--- src/rtl/oh_pwr_if.sv ---
// Request/acknowledge and power-control bundle between a power manager and oh_pwr_ctrl.
// The master drives the request and timing configuration; the slave reports header, isolation and reset state.
interface oh_pwr_if #(
   parameter int N  = 4,
   parameter int CW = 8
);
   logic          pwr_req;
   logic [CW-1:0] stagger;
   logic [CW-1:0] settle;
   logic          pwr_ack;
   logic [N-1:0]  npower;
   logic          iso;
   logic          dom_reset;
   logic          busy;

   modport master (
      output pwr_req, stagger, settle,
      input  pwr_ack, npower, iso, dom_reset, busy
   );

   modport slave (
      input  pwr_req, stagger, settle,
      output pwr_ack, npower, iso, dom_reset, busy
   );
endinterface

--- src/rtl/oh_pwr_ctrl.sv ---
// Power-sequencing controller for one switchable domain: staggered header turn-on,
// supply settle, isolation/reset release, and ordered power-down with drain wait.
module oh_pwr_ctrl #(
   parameter int N  = 4,
   parameter int CW = 8
) (
   input  logic     clk,
   input  logic     reset,
   oh_pwr_if.slave  pif
);
   localparam int SW = $clog2(N + 1);

   typedef enum logic [2:0] {
      S_OFF, S_RAMP, S_SETTLE, S_UNRST, S_ON, S_DOWN, S_DRAIN
   } state_t;

   state_t        state_q, state_d;
   logic [SW-1:0] seg_q, seg_d;
   logic [CW-1:0] cnt_q, cnt_d;
   logic [CW-1:0] lim_q, lim_d;
   logic [N-1:0]  npower_q, npower_d;
   logic          iso_q, iso_d;
   logic          dom_reset_q, dom_reset_d;
   logic          pwr_ack_q, pwr_ack_d;
   logic          busy_q, busy_d;
   logic          seg_step;

   // Terminal count for a wait of eff(x) cycles; a zero setting behaves as one cycle.
   function automatic logic [CW-1:0] lim_of(input logic [CW-1:0] x);
      return (x == '0) ? '0 : x - CW'(1);
   endfunction

   assign seg_step = (state_q == S_RAMP) && (seg_q != SW'(N)) && (cnt_q == lim_q);

   always_ff @(posedge clk) begin
      if (reset) begin
         state_q     <= S_OFF;
         seg_q       <= '0;
         cnt_q       <= '0;
         lim_q       <= '0;
         npower_q    <= '1;
         iso_q       <= 1'b1;
         dom_reset_q <= 1'b1;
         pwr_ack_q   <= 1'b0;
         busy_q      <= 1'b0;
      end else begin
         state_q     <= state_d;
         seg_q       <= seg_d;
         cnt_q       <= cnt_d;
         lim_q       <= lim_d;
         npower_q    <= npower_d;
         iso_q       <= iso_d;
         dom_reset_q <= dom_reset_d;
         pwr_ack_q   <= pwr_ack_d;
         busy_q      <= busy_d;
      end
   end

   always_comb begin
      state_d = state_q;
      seg_d   = seg_q;
      cnt_d   = cnt_q;
      lim_d   = lim_q;
      case (state_q)
         S_OFF: begin
            if (pif.pwr_req) begin
               state_d = S_RAMP;
               seg_d   = SW'(1);
               cnt_d   = '0;
               lim_d   = lim_of(pif.stagger);
            end
         end
         S_RAMP: begin
            // Only a single-segment header enters RAMP already complete.
            if (seg_q == SW'(N)) begin
               state_d = S_SETTLE;
               cnt_d   = '0;
               lim_d   = lim_of(pif.settle);
            end else if (seg_step) begin
               seg_d = seg_q + SW'(1);
               cnt_d = '0;
               if (seg_q + SW'(1) == SW'(N)) begin
                  state_d = S_SETTLE;
                  lim_d   = lim_of(pif.settle);
               end
            end else begin
               cnt_d = cnt_q + CW'(1);
            end
         end
         S_SETTLE: begin
            if (cnt_q == lim_q) state_d = S_UNRST;
            else                cnt_d   = cnt_q + CW'(1);
         end
         S_UNRST: state_d = S_ON;
         S_ON: begin
            if (!pif.pwr_req) state_d = S_DOWN;
         end
         S_DOWN: begin
            state_d = S_DRAIN;
            cnt_d   = '0;
            lim_d   = lim_of(pif.settle);
         end
         S_DRAIN: begin
            if (cnt_q == lim_q) state_d = S_OFF;
            else                cnt_d   = cnt_q + CW'(1);
         end
         default: state_d = S_OFF;
      endcase
   end

   always_comb begin
      npower_d    = npower_q;
      iso_d       = iso_q;
      dom_reset_d = dom_reset_q;
      pwr_ack_d   = pwr_ack_q;
      busy_d      = !((state_d == S_OFF) || (state_d == S_ON));
      case (state_q)
         S_OFF: begin
            if (state_d == S_RAMP) npower_d[0] = 1'b0;
         end
         S_RAMP: begin
            for (int k = 0; k < N; k++) begin
               if (seg_step && (seg_q == SW'(k))) npower_d[k] = 1'b0;
            end
         end
         S_SETTLE: begin
            if (state_d == S_UNRST) iso_d = 1'b0;
         end
         S_UNRST: begin
            dom_reset_d = 1'b0;
            pwr_ack_d   = 1'b1;
         end
         S_ON: begin
            // Clamp and reset the domain a full cycle before the headers open.
            if (state_d == S_DOWN) begin
               iso_d       = 1'b1;
               dom_reset_d = 1'b1;
            end
         end
         S_DOWN:  npower_d = '1;
         S_DRAIN: begin
            if (state_d == S_OFF) pwr_ack_d = 1'b0;
         end
         default: ;
      endcase
   end

   assign pif.npower    = npower_q;
   assign pif.iso       = iso_q;
   assign pif.dom_reset = dom_reset_q;
   assign pif.pwr_ack   = pwr_ack_q;
   assign pif.busy      = busy_q;
endmodule

--- src/flat_wrapper.sv ---
// flat-port wrapper written by rule: the top's interface ports become plain ports
module oh_pwr_ctrl_flat 
#(
   parameter int N  = 4,
   parameter int CW = 8
)
  (clk, reset, pif_pwr_req, pif_stagger, pif_settle, pif_pwr_ack, pif_npower, pif_iso, pif_dom_reset, pif_busy);
  oh_pwr_if #(.N(N), .CW(CW)) pif_i ();
  input  logic clk;
  input  logic reset;
  input wire logic [$bits(pif_i.pwr_req)-1:0] pif_pwr_req;
  input wire logic [$bits(pif_i.stagger)-1:0] pif_stagger;
  input wire logic [$bits(pif_i.settle)-1:0] pif_settle;
  output wire logic [$bits(pif_i.pwr_ack)-1:0] pif_pwr_ack;
  output wire logic [$bits(pif_i.npower)-1:0] pif_npower;
  output wire logic [$bits(pif_i.iso)-1:0] pif_iso;
  output wire logic [$bits(pif_i.dom_reset)-1:0] pif_dom_reset;
  output wire logic [$bits(pif_i.busy)-1:0] pif_busy;
  assign pif_i.pwr_req = pif_pwr_req;
  assign pif_i.stagger = pif_stagger;
  assign pif_i.settle = pif_settle;
  assign pif_pwr_ack = pif_i.pwr_ack;
  assign pif_npower = pif_i.npower;
  assign pif_iso = pif_i.iso;
  assign pif_dom_reset = pif_i.dom_reset;
  assign pif_busy = pif_i.busy;
  oh_pwr_ctrl #(.N(N), .CW(CW)) u_core (.clk(clk), .reset(reset), .pif(pif_i));
endmodule
--- config.mk ---
export PLATFORM = sky130hd
export DESIGN_NAME = oh_pwr_ctrl_flat
export DESIGN_NICKNAME = d
export VERILOG_FILES = /design/src/rtl/oh_pwr_if.sv /design/src/rtl/oh_pwr_ctrl.sv /design/src/flat_wrapper.sv
export SDC_FILE = /design/constraint.sdc
export NUM_CORES = 1
export LEC_CHECK = 0
export BUFFER_PORTS_ARGS = -buffer_cell sky130_fd_sc_hd__buf_2
export CORE_MARGIN = 2
export CORE_UTILIZATION = 32
export DETAILED_ROUTE_END_ITERATION = 7
export PLACE_DENSITY = 0.5
export SETUP_SLACK_MARGIN = 0.05
export SLEW_MARGIN = 20
export SYNTH_ARGS = -nofsm -noshare
export SYNTH_HDL_FRONTEND = slang
export SYNTH_SLANG_ARGS = --single-unit
--- constraint.sdc ---
create_clock -name clk -period 2.98 [get_ports clk]
set_clock_uncertainty 0.2 [all_clocks]
set_input_delay 0.745 -clock clk [delete_from_list [all_inputs] [get_ports clk]]
set_output_delay 0.745 -clock clk [all_outputs]
set_load 0.005 [all_outputs]
==> flow_metrics.tcl, run 1 <==
set metrics [dict create \
    synth-compound-area-share 0.244 \
    relSlewSlack 0.560 \
    yosys.area_share.xor_xnor 0.0788 \
    track_usage 0.155 \
    min_path_type "register to register" \
    yosysUniqueCellTypes 50 \
    wire_per_inst_um 13.8 \
    diodes 0 \
    path_common_cell "nor3_1" \
    yosysWarnings 0 \
    die-area_mm2 0.00654 \
    grt_pass1_wl_um 7890 \
    synthTopCellsByArea "dfxtp_1 32%, xnor2_1 7.4%, a21oi_1 5.6%" \
    dieWidth_um 80.9 \
    grt_pass1_vias 1681 \
    postCtsSetupBuffers 0 \
    p_leak_nw 0.797 \
    syn_to_final_growth_pct 15.1 \
    power_density_mw_per_mm2 462 \
    vias 1734 \
    internal_power_uw 693 \
    status "complete, no violations" \
    place.gp.congestion 0.776 \
    syn_inst 228 \
    critPathCaptureType "register" \
    layout_common_cells "30 x dfxtp_1, 26 x buf_2, 21 x a21oi_1" \
    insertion_delay_ps 280 \
    drive_above_1_share 0.206 \
    finalPower_mw 1.00 \
    fmaxAchievable_mhz 425 \
    cp_max_fo 6 \
    grt_overflow 0 \
    cts_inserted_buffers 5 \
    hpwl_um 3420 \
    rsz0062_at_grt "no" \
    crit_slowest_cell "or4_4" \
    layout_commonest_cell "dfxtp_1" \
    cts-root-buf "clkbuf_8" \
    holdPathStages 2 \
    numPortBuffers 26 \
    drc 0 \
    nets 281 \
    synth_top_cell_area_share 0.318 \
    p_comb_frac 0.230 \
    synthesis.nets 255 \
    irDropWorstVdd_uv 221 \
    p_sw_uw 311 \
    hold_viol_final 0 \
    grt_max_degree 21 \
    clock_path_buffers 2 \
    cts_hold_buf 0 \
    synth_edf_count 0 \
    slowest_delay_ps 570 \
    drtIter0Drc 48 \
    synth_adder_area_share 0.0529 \
    routed_wl_um 4500 \
    swShare 0.310 \
    r2r_cells 7 \
    p_clk_frac 0.329 \
    firstDrtPassIters 6 \
    syn-mean-instance-area_um2 8.29 \
    crit_arrival_ps 2310 \
    yosysTopAreaCell "dfxtp_1" \
    drv_cap 0 \
    seqPwrFrac 0.441 \
    postCtsResizedCells 0 \
    final-max-slew-violation-count 0 \
    ys_dominant_reg_cell "dfxtp_1" \
    vias_per_cell 5.34 \
    ios 27 \
    start_util 0.337 \
    cts.sink_count 30 \
    netlist_area_mm2 0.00189 \
    row_count 27 \
    crit_type "input port to register" \
    ant_nets 0 \
    muxShareOfSynthArea 0.0113 \
    period_needed_ps 2350 \
    min_period_over_period 0.790 \
    antenna_found_initial 0 \
    tightest_slew_ps 657 \
    synth_top_family_by_area "compound AO/OA/AOI/OAI gates" \
    synth_seq_area_share 0.318 \
    ys_async_sr_fraction 0 \
    synth-simple-area-share 0.244 \
    htree_levels 2 \
    die_h_um 80.9 \
    timing.setup.tns_ps 0 \
    n_fill_cell 621 \
    setup_violations 0 \
    start_kind "input port" \
    core_mm2 0.00561 \
    path_clk_slew_ps 60 \
    crit_chain "buf_2 -> or4_4 -> o41ai_2 -> o22ai_1 -> nor3_1 -> nor3_1" \
    ys_ff_latch 30 \
    required_ps 2940 \
    cts_tree "yes" \
]
-- stage by stage --
stage	hold slack [ps]	util	cells	area (µm²)	worst slack, ps
2_1_floorplan	251	-	228	1890	607
3_3_place_gp	255	0.373	319	2090	329
3_5_place_dp	254	0.373	319	2090	315
4_1_cts	263	0.388	325	2180	626
5_1_grt	292	0.388	325	2180	486
6_report	260	0.388	325	2180	626
-- power groups by stage --
stage	Combinational (mW)	Clock [mW]	Sequential, mW
after floorplan	0.170	0	0.445
after global placement	0.231	0	0.452
after detailed placement	0.231	0	0.452
after CTS	0.232	0.339	0.443
after global routing	0.260	0.354	0.446
final	0.231	0.331	0.443
-- layout make-up --
cell class / instances / area (µm²) / share of cell area
Timing Repair Buffer: 30 / 160 / 0.0736
Sequential cell: 30 / 601 / 0.276
Tap cell: 72 / 90.1 / 0.0414
Inverter: 13 / 48.8 / 0.0224
Clock buffer: 6 / 82.6 / 0.0380
Multi-Input combinational cell: 174 / 1190 / 0.549
-- synth_stat cells (all sizes together) (6+ instances only) --
cell type  number
a21oi          22
clkbuf          6
dfxtp          30
ha              8
inv            13
nand2          15
nor2           12
nor3           17
o21ai          12
o22ai           6
xnor2          16
-- path summary, 6_finish.rpt --
check                           slack, ps                           endpoint                         startpoint
worst max-delay path                  630       u_core.lim_q[2]$_SDFFE_PP0P_                      pif_settle[5]
worst max register to register        690       u_core.lim_q[7]$_SDFFE_PP0P_       u_core.seg_q[0]$_SDFFE_PP0P_
worst min-delay path                  260  u_core.pif.npower[3]$_SDFFE_PP1P_  u_core.pif.npower[3]$_SDFFE_PP1P_
worst min register to register        260  u_core.pif.npower[3]$_SDFFE_PP1P_  u_core.pif.npower[3]$_SDFFE_PP1P_
-- flip-flops by register name, indices dropped and copies added (netlist names) --
signal                count
u_core.pif.pwr_ack        1
u_core.pif.npower         4
u_core.cnt_q              8
u_core.pif.busy           1
u_core.seg_q              3
u_core.pif.iso            1
u_core.state_q            3
u_core.pif.dom_reset      1
u_core.lim_q              8
-- routing by layer --
layer  share of wire  GRT usage
met5               0          0
met4           0.016     0.0508
met3           0.032     0.0333
met2            0.44      0.249
met1            0.51      0.205
-- worst max-delay path: cells and delay by family --
family	cells	cell delay (ps)
AND/OR/NAND/NOR	3	800
AO/OA/AOI/OAI	2	650
buffers and inverters	1	110
-- logic make-up (layout without fill, tap and decap cells) --
kind of cell / Yosys count / after routing
xor gates and xnor gates: 17 / 17
AOI/OAI and AO/OA: 68 / 68
muxes: 2 / 2
buffers and inverters: 24 / 49
adders and majority gates: 8 / 8
and+or+nand+nor: 79 / 79
DFF: 30 / 30
Power figures use the tool's default switching activity.
==> run 2: changes to the inputs <==
--- a/config.mk
+++ b/config.mk
@@ -5,11 +5,12 @@
 export SDC_FILE = /design/constraint.sdc
 export NUM_CORES = 1
 export LEC_CHECK = 0
+export ABC_AREA = 1
 export BUFFER_PORTS_ARGS = -buffer_cell sky130_fd_sc_hd__buf_2
 export CORE_MARGIN = 2
 export CORE_UTILIZATION = 32
 export DETAILED_ROUTE_END_ITERATION = 7
-export PLACE_DENSITY = 0.5
+export PLACE_DENSITY = 0.51
 export SETUP_SLACK_MARGIN = 0.05
 export SLEW_MARGIN = 20
 export SYNTH_ARGS = -nofsm -noshare
==> constraint.sdc (replaced) <==
create_clock -name clk -period 1.95 [get_ports clk]
set_clock_uncertainty 0.2 [all_clocks]
set_input_delay 0.4875 -clock clk [delete_from_list [all_inputs] [get_ports clk]]
set_output_delay 0.4875 -clock clk [all_outputs]
set_load 0.005 [all_outputs]
==> run 2 against run 1 <==
  * Flip-flop and latch count did not move
  * Worst setup slack got worse by 410 ps
  * Non-clock buffer count grew 7
==> flow_metrics.tcl, run 2 <==
set metrics [dict create \
    vias_per_cell 4.51 \
    cp_max_fo 16 \
    path_depth 10 \
    path_buf_inv 2 \
    cts_hold_buf 0 \
    r2r-start "u_core.seg_q[0]$_SDFFE_PP0P_" \
    layout_commonest_cell "nand2_1" \
    drc 0 \
    ys_top_cells_by_count "84 x nand2_1, 43 x inv_1, 43 x nor2_1" \
    relSlewSlack 0.792 \
    n_fill_cell 708 \
    hpwl_um 3650 \
    diodes 0 \
    die_h_um 83.7 \
    die-area_mm2 0.00701 \
    dieWidth_um 83.7 \
    core_mm2 0.00624 \
    tightest_slew_ps 312 \
    crit_arrival_ps 1720 \
    crit_type "register to register" \
    drtIter0Drc 144 \
    synth_top_cell_area_share 0.295 \
    hold-worst-slack_ps 243 \
    row_count 29 \
    hold_start "u_core.pif.npower[0]$_SDFFE_PP1P_" \
    rrSetupSlack_ps 210 \
    holdPathStages 2 \
    r2r_cells 10 \
    setup_violations 0 \
    htree_levels 2 \
    syn_inst 315 \
    synthesis.nets 342 \
    routed_wl_um 4610 \
    cts.sink_count 30 \
    syn-mean-instance-area_um2 6.46 \
    ios 27 \
    cts-root-buf "clkbuf_8" \
    track_usage 0.143 \
    grt_overflow 0 \
    period_needed_ps 1740 \
    p_leak_nw 1.16 \
    wire_per_inst_um 10.6 \
    grt_pass1_vias 1766 \
    min_to "u_core.pif.npower[0]$_SDFFE_PP1P_" \
    final-max-slew-violation-count 0 \
    irDropWorstVdd_uv 313 \
    cts_inserted_buffers 5 \
    critPathTopFamily "simple AND/OR/NAND/NOR gates" \
    min_path_type "register to register" \
    grt_max_degree 17 \
    nets 382 \
    slowest_delay_ps 360 \
    crit_slowest_cell "dfxtp_1" \
    critPathCaptureType "register" \
    required_ps 1930 \
    syn_to_final_growth_pct 19.2 \
    start_kind "register" \
    place.gp.congestion 0.829 \
    vias 1951 \
    yosysUniqueCellTypes 30 \
    firstDrtPassIters 4 \
    timing.setup.tns_ps 0 \
    grt_pass1_wl_um 7980 \
    clock_path_buffers 2 \
    drv_cap 0 \
    start_util 0.326 \
    insertion_delay_ps 290 \
    fin_util 0.389 \
    hold_viol_final 0 \
    ys_ff_latch 30 \
    yosysTopAreaCell "dfxtp_1" \
    path_clk_slew_ps 70 \
    numPortBuffers 26 \
    rsz0062_at_grt "yes" \
    ys_async_sr_fraction 0 \
    cts_tree "yes" \
    synthTopCellsByArea "dfxtp_1 30%, nand2_1 15%, inv_1 7.9%" \
    placed_area_mm2 0.00230 \
    antenna_found_initial 0 \
    design_area_mm2 0.00242 \
    r2r-end "u_core.lim_q[4]$_SDFFE_PP0P_" \
    synth_edf_count 0 \
    path_common_cell "nand2_1" \
    ant_nets 0 \
    power_density_mw_per_mm2 834 \
    layout_common_cells "84 x nand2_1, 43 x inv_1, 43 x nor2_1" \
    crit_chain "inv_1 -> ha_1 -> nand2_1 -> inv_1 -> nor2_4 -> nand2_2 -> nand2_4 -> nand2_1 -> nand2_1 -> nor2_1" \
    yosysMostFrequentCell "nand2_1" \
    fmaxAchievable_mhz 576 \
    min_period_over_period 0.890 \
    netlist_area_mm2 0.00203 \
    synth_seq_area_share 0.295 \
    status "complete, no violations" \
    drive_above_1_share 0.205 \
    ys_dominant_reg_cell "dfxtp_1" \
    yosysWarnings 0 \
]
==> run 2: layout make-up <==
class / count / area (µm²) / area share
Clock buffer: 8 / 110 / 0.0454
Timing Repair Buffer: 37 / 213 / 0.0877
Sequential cell: 30 / 601 / 0.248
Multi-Input combinational cell: 231 / 1220 / 0.502
Inverter: 50 / 188 / 0.0774
Tap cell: 77 / 96.3 / 0.0397
==> run 2: worst max path at each step <==
stage	start	endpoint
after global placement	pif_stagger[0]	u_core.lim_q[0]$_SDFFE_PP0P_
after detailed placement	pif_stagger[0]	u_core.lim_q[0]$_SDFFE_PP0P_
after CTS	u_core.seg_q[0]$_SDFFE_PP0P_	u_core.seg_q[2]$_SDFFE_PP0P_
final	u_core.seg_q[0]$_SDFFE_PP0P_	u_core.lim_q[4]$_SDFFE_PP0P_
after global routing	u_core.seg_q[0]$_SDFFE_PP0P_	u_core.lim_q[7]$_SDFFE_PP0P_
after floorplan	pif_stagger[0]	u_core.lim_q[7]$_SDFFE_PP0P_
==> run 2: logic make-up after synthesis <==
family          count (synthesis)  share of synthesized area
simple gates                  176                      0.386
fa+ha+maj                       8                     0.0492
flops                          30                      0.295
xor+xnor                       14                     0.0603
buf+inv                        54                      0.113
compound gates                 33                     0.0972
==> run 2: worst min-delay path, stage by stage, from the launching register on <==
cell and delay (ps):
dfxtp_1 310, nand2_1 60, nand2_1 40
==> run 2: power breakdown <==
group / leakage, nW / switching, mW / internal [mW]
clock network: 0.0575 / 0.251 / 0.356
registers: 0.245 / 0.0469 / 0.681
logic: 0.855 / 0.435 / 0.252
total: 1.16 / 0.733 / 1.29
==> run 2: stage by stage <==
stage                     total power, mW  cells  setup WS [ps]
after floorplan                      1.25    315            110
after global placement               1.42    425           16.9
after detailed placement             1.42    425           2.30
after CTS                            2.02    433            177
after global routing                 2.17    433           25.0
final                                2.02    433            215
==> run 2: routing by layer <==
layer | GRT usage | up-vias | share of wire
met5 | 0 | - | 0
met4 | 0.0733 | 0 | 0.030
met3 | 0.0336 | 10 | 0.033
met2 | 0.209 | 35 | 0.43
met1 | 0.194 | 834 | 0.51
li1 | - | 1072 | -
==> run 2: timing repair <==
item,CTS,global route
buffers inserted,0,0
gates resized for setup,0,2
setup endpoints to repair,0,8
hold endpoints to repair,0,0
==> run 3: changes to the inputs <==
--- a/config.mk
+++ b/config.mk
@@ -10,7 +10,7 @@
 export CORE_MARGIN = 2
 export CORE_UTILIZATION = 32
 export DETAILED_ROUTE_END_ITERATION = 7
-export PLACE_DENSITY = 0.51
+export PLACE_DENSITY = 0.48
 export SETUP_SLACK_MARGIN = 0.05
 export SLEW_MARGIN = 20
 export SYNTH_ARGS = -nofsm -noshare
==> run 3 against run 2 <==
  * Fmax is 0.65% lower
  * Non-clock buffer count grew 1
  * Combinational power about the same
  * Count of clock-buffer cells in the layout shrank 1
  * Via count fell by 0.21%
  * Power fell by 6.4%
  * Sequential share of layout area up 0.32 points
  * Cell count stayed put
  * Highest routed layer unchanged
  * Clock power down 21%
  * Largest cell class unchanged
  * Final area down 1.3%
  * Global-route usage grew 0.14 points
  * Critical path type unchanged
  * Flip-flop and latch count unchanged
==> flow_metrics.tcl, run 3 (same netlist as run 2, synthesis figures left out) <==
set metrics [dict create \
    wire_per_inst_um 10.8 \
    drive_above_1_share 0.197 \
    die-area_mm2 0.00701 \
    vias_per_cell 4.50 \
    irDropWorstVdd_uv 288 \
    antenna_found_initial 0 \
    layout_commonest_cell "nand2_1" \
    fin_util 0.384 \
    grt_max_degree 17 \
    cts.sink_count 30 \
    required_ps 1930 \
    hold_start "reset" \
    status "complete, no violations" \
    numPortBuffers 26 \
    ant_nets 0 \
    crit_slowest_cell "dfxtp_1" \
    critPathCaptureType "register" \
    die_h_um 83.7 \
    wl_met2_um 2110 \
    place_inst 426 \
    stdcell_count 433 \
    rrSetupSlack_ps 200 \
    drtIter0Drc 41 \
    power_density_mw_per_mm2 791 \
    grt_overflow 0 \
    cts-root-buf "clkbuf_8" \
    hold_viol_final 0 \
    design_area_mm2 0.00239 \
    drv_cap 0 \
    relSlewSlack 0.804 \
    n_fill_cell 696 \
    final-max-slew-violation-count 0 \
    timing.setup.tns_ps 0 \
    vias 1947 \
    dieWidth_um 83.7 \
    path_clk_slew_ps 60 \
    cts_tree "yes" \
    insertion_delay_ps 280 \
    postCtsResizedCells 0 \
    crit_type "register to register" \
    highest_layer "met4" \
    finalPower_mw 1.89 \
    start_kind "register" \
    multiInputGateArea_mm2 0.00121 \
    layout_common_cells "84 x nand2_1, 43 x inv_1, 43 x nor2_1" \
    postCtsSetupBuffers 0 \
    met1_length_um 2300 \
    grt_pass1_wl_um 8130 \
    track_usage 0.144 \
    firstDrtPassIters 4 \
    diodes 0 \
    period_needed_ps 1750 \
    setup_violations 0 \
    cp_max_fo 8 \
    place.gp.congestion 0.773 \
    core_mm2 0.00624 \
    setup_slack_ps 203 \
    hold-worst-slack_ps 242 \
    tightest_slew_ps 291 \
    regArea_um2 601 \
    grt_pass1_vias 1840 \
    nets 383 \
    cts_inserted_buffers 5 \
    critPathTopFamily "simple AND/OR/NAND/NOR gates" \
    syn_to_final_growth_pct 17.7 \
    path_buf_inv 2 \
    clock_path_buffers 2 \
    min_path_type "input port to register" \
    ios 27 \
    crit_chain "inv_1 -> ha_1 -> nand2_1 -> inv_1 -> nor2_4 -> nand3_4 -> nand2_1 -> nor2_1 -> o21a_1" \
    cts_hold_buf 0 \
    drc 0 \
    row_count 29 \
    p_leak_nw 1.14 \
    crit_arrival_ps 1730 \
    min_period_over_period 0.896 \
    r2r-start "u_core.seg_q[0]$_SDFFE_PP0P_" \
    rsz0062_at_grt "yes" \
    start_util 0.326 \
    slowest_delay_ps 360 \
    fmaxAchievable_mhz 572 \
    critPathLaunch "u_core.seg_q[0]$_SDFFE_PP0P_" \
    placed_area_mm2 0.00231 \
    routed_wl_um 4660 \
    hpwl_um 3660 \
    htree_levels 2 \
    place_ws_ps -10.4 \
    dr_wl_met3_um 161 \
]
[run 3: cell types whose count changed in the layout (fill, tap and decap cells not counted), sizes merged]
cell and delta:
buf +1, clkbuf -1
[run 3: where the power goes]
part,internal [mW],total [mW],switching (mW)
Combinational,0.252,0.684,0.432
Clock,0.245,0.479,0.233
Sequential,0.682,0.730,0.0480
Total,1.18,1.89,0.713
[run 3: worst reg2reg max path, stage by stage (launching register included)]
cell and delay, ps:
dfxtp_1 360, inv_1 100, ha_1 220, nand2_1 70
inv_1 70, nor2_4 180, nand3_4 140, nand2_1 110
nor2_1 50, o21a_1 160
[run 3: worst paths after layout]
kind / endpoint / cells after the start
min reg2reg: u_core.pif.dom_reset$_SDFFE_PP1P_ / 2
min: u_core.seg_q[1]$_SDFFE_PP0P_ / 2
max: u_core.seg_q[2]$_SDFFE_PP0P_ / 9
max reg2reg: u_core.seg_q[2]$_SDFFE_PP0P_ / 9
[run 3: metal layers]
layer	vias up	global-route usage
li1	1065	-
met1	850	0.185
met2	25	0.230
met3	7	0.0326
met4	0	0.0660
met5	-	0
[run 3: layout make-up]
type,instances,share of cell area
timing repair buffer,38,0.0920
sequential,30,0.251
inverter,50,0.0784
tap,77,0.0403
clock buffer,7,0.0319
multi-input combinational,231,0.507
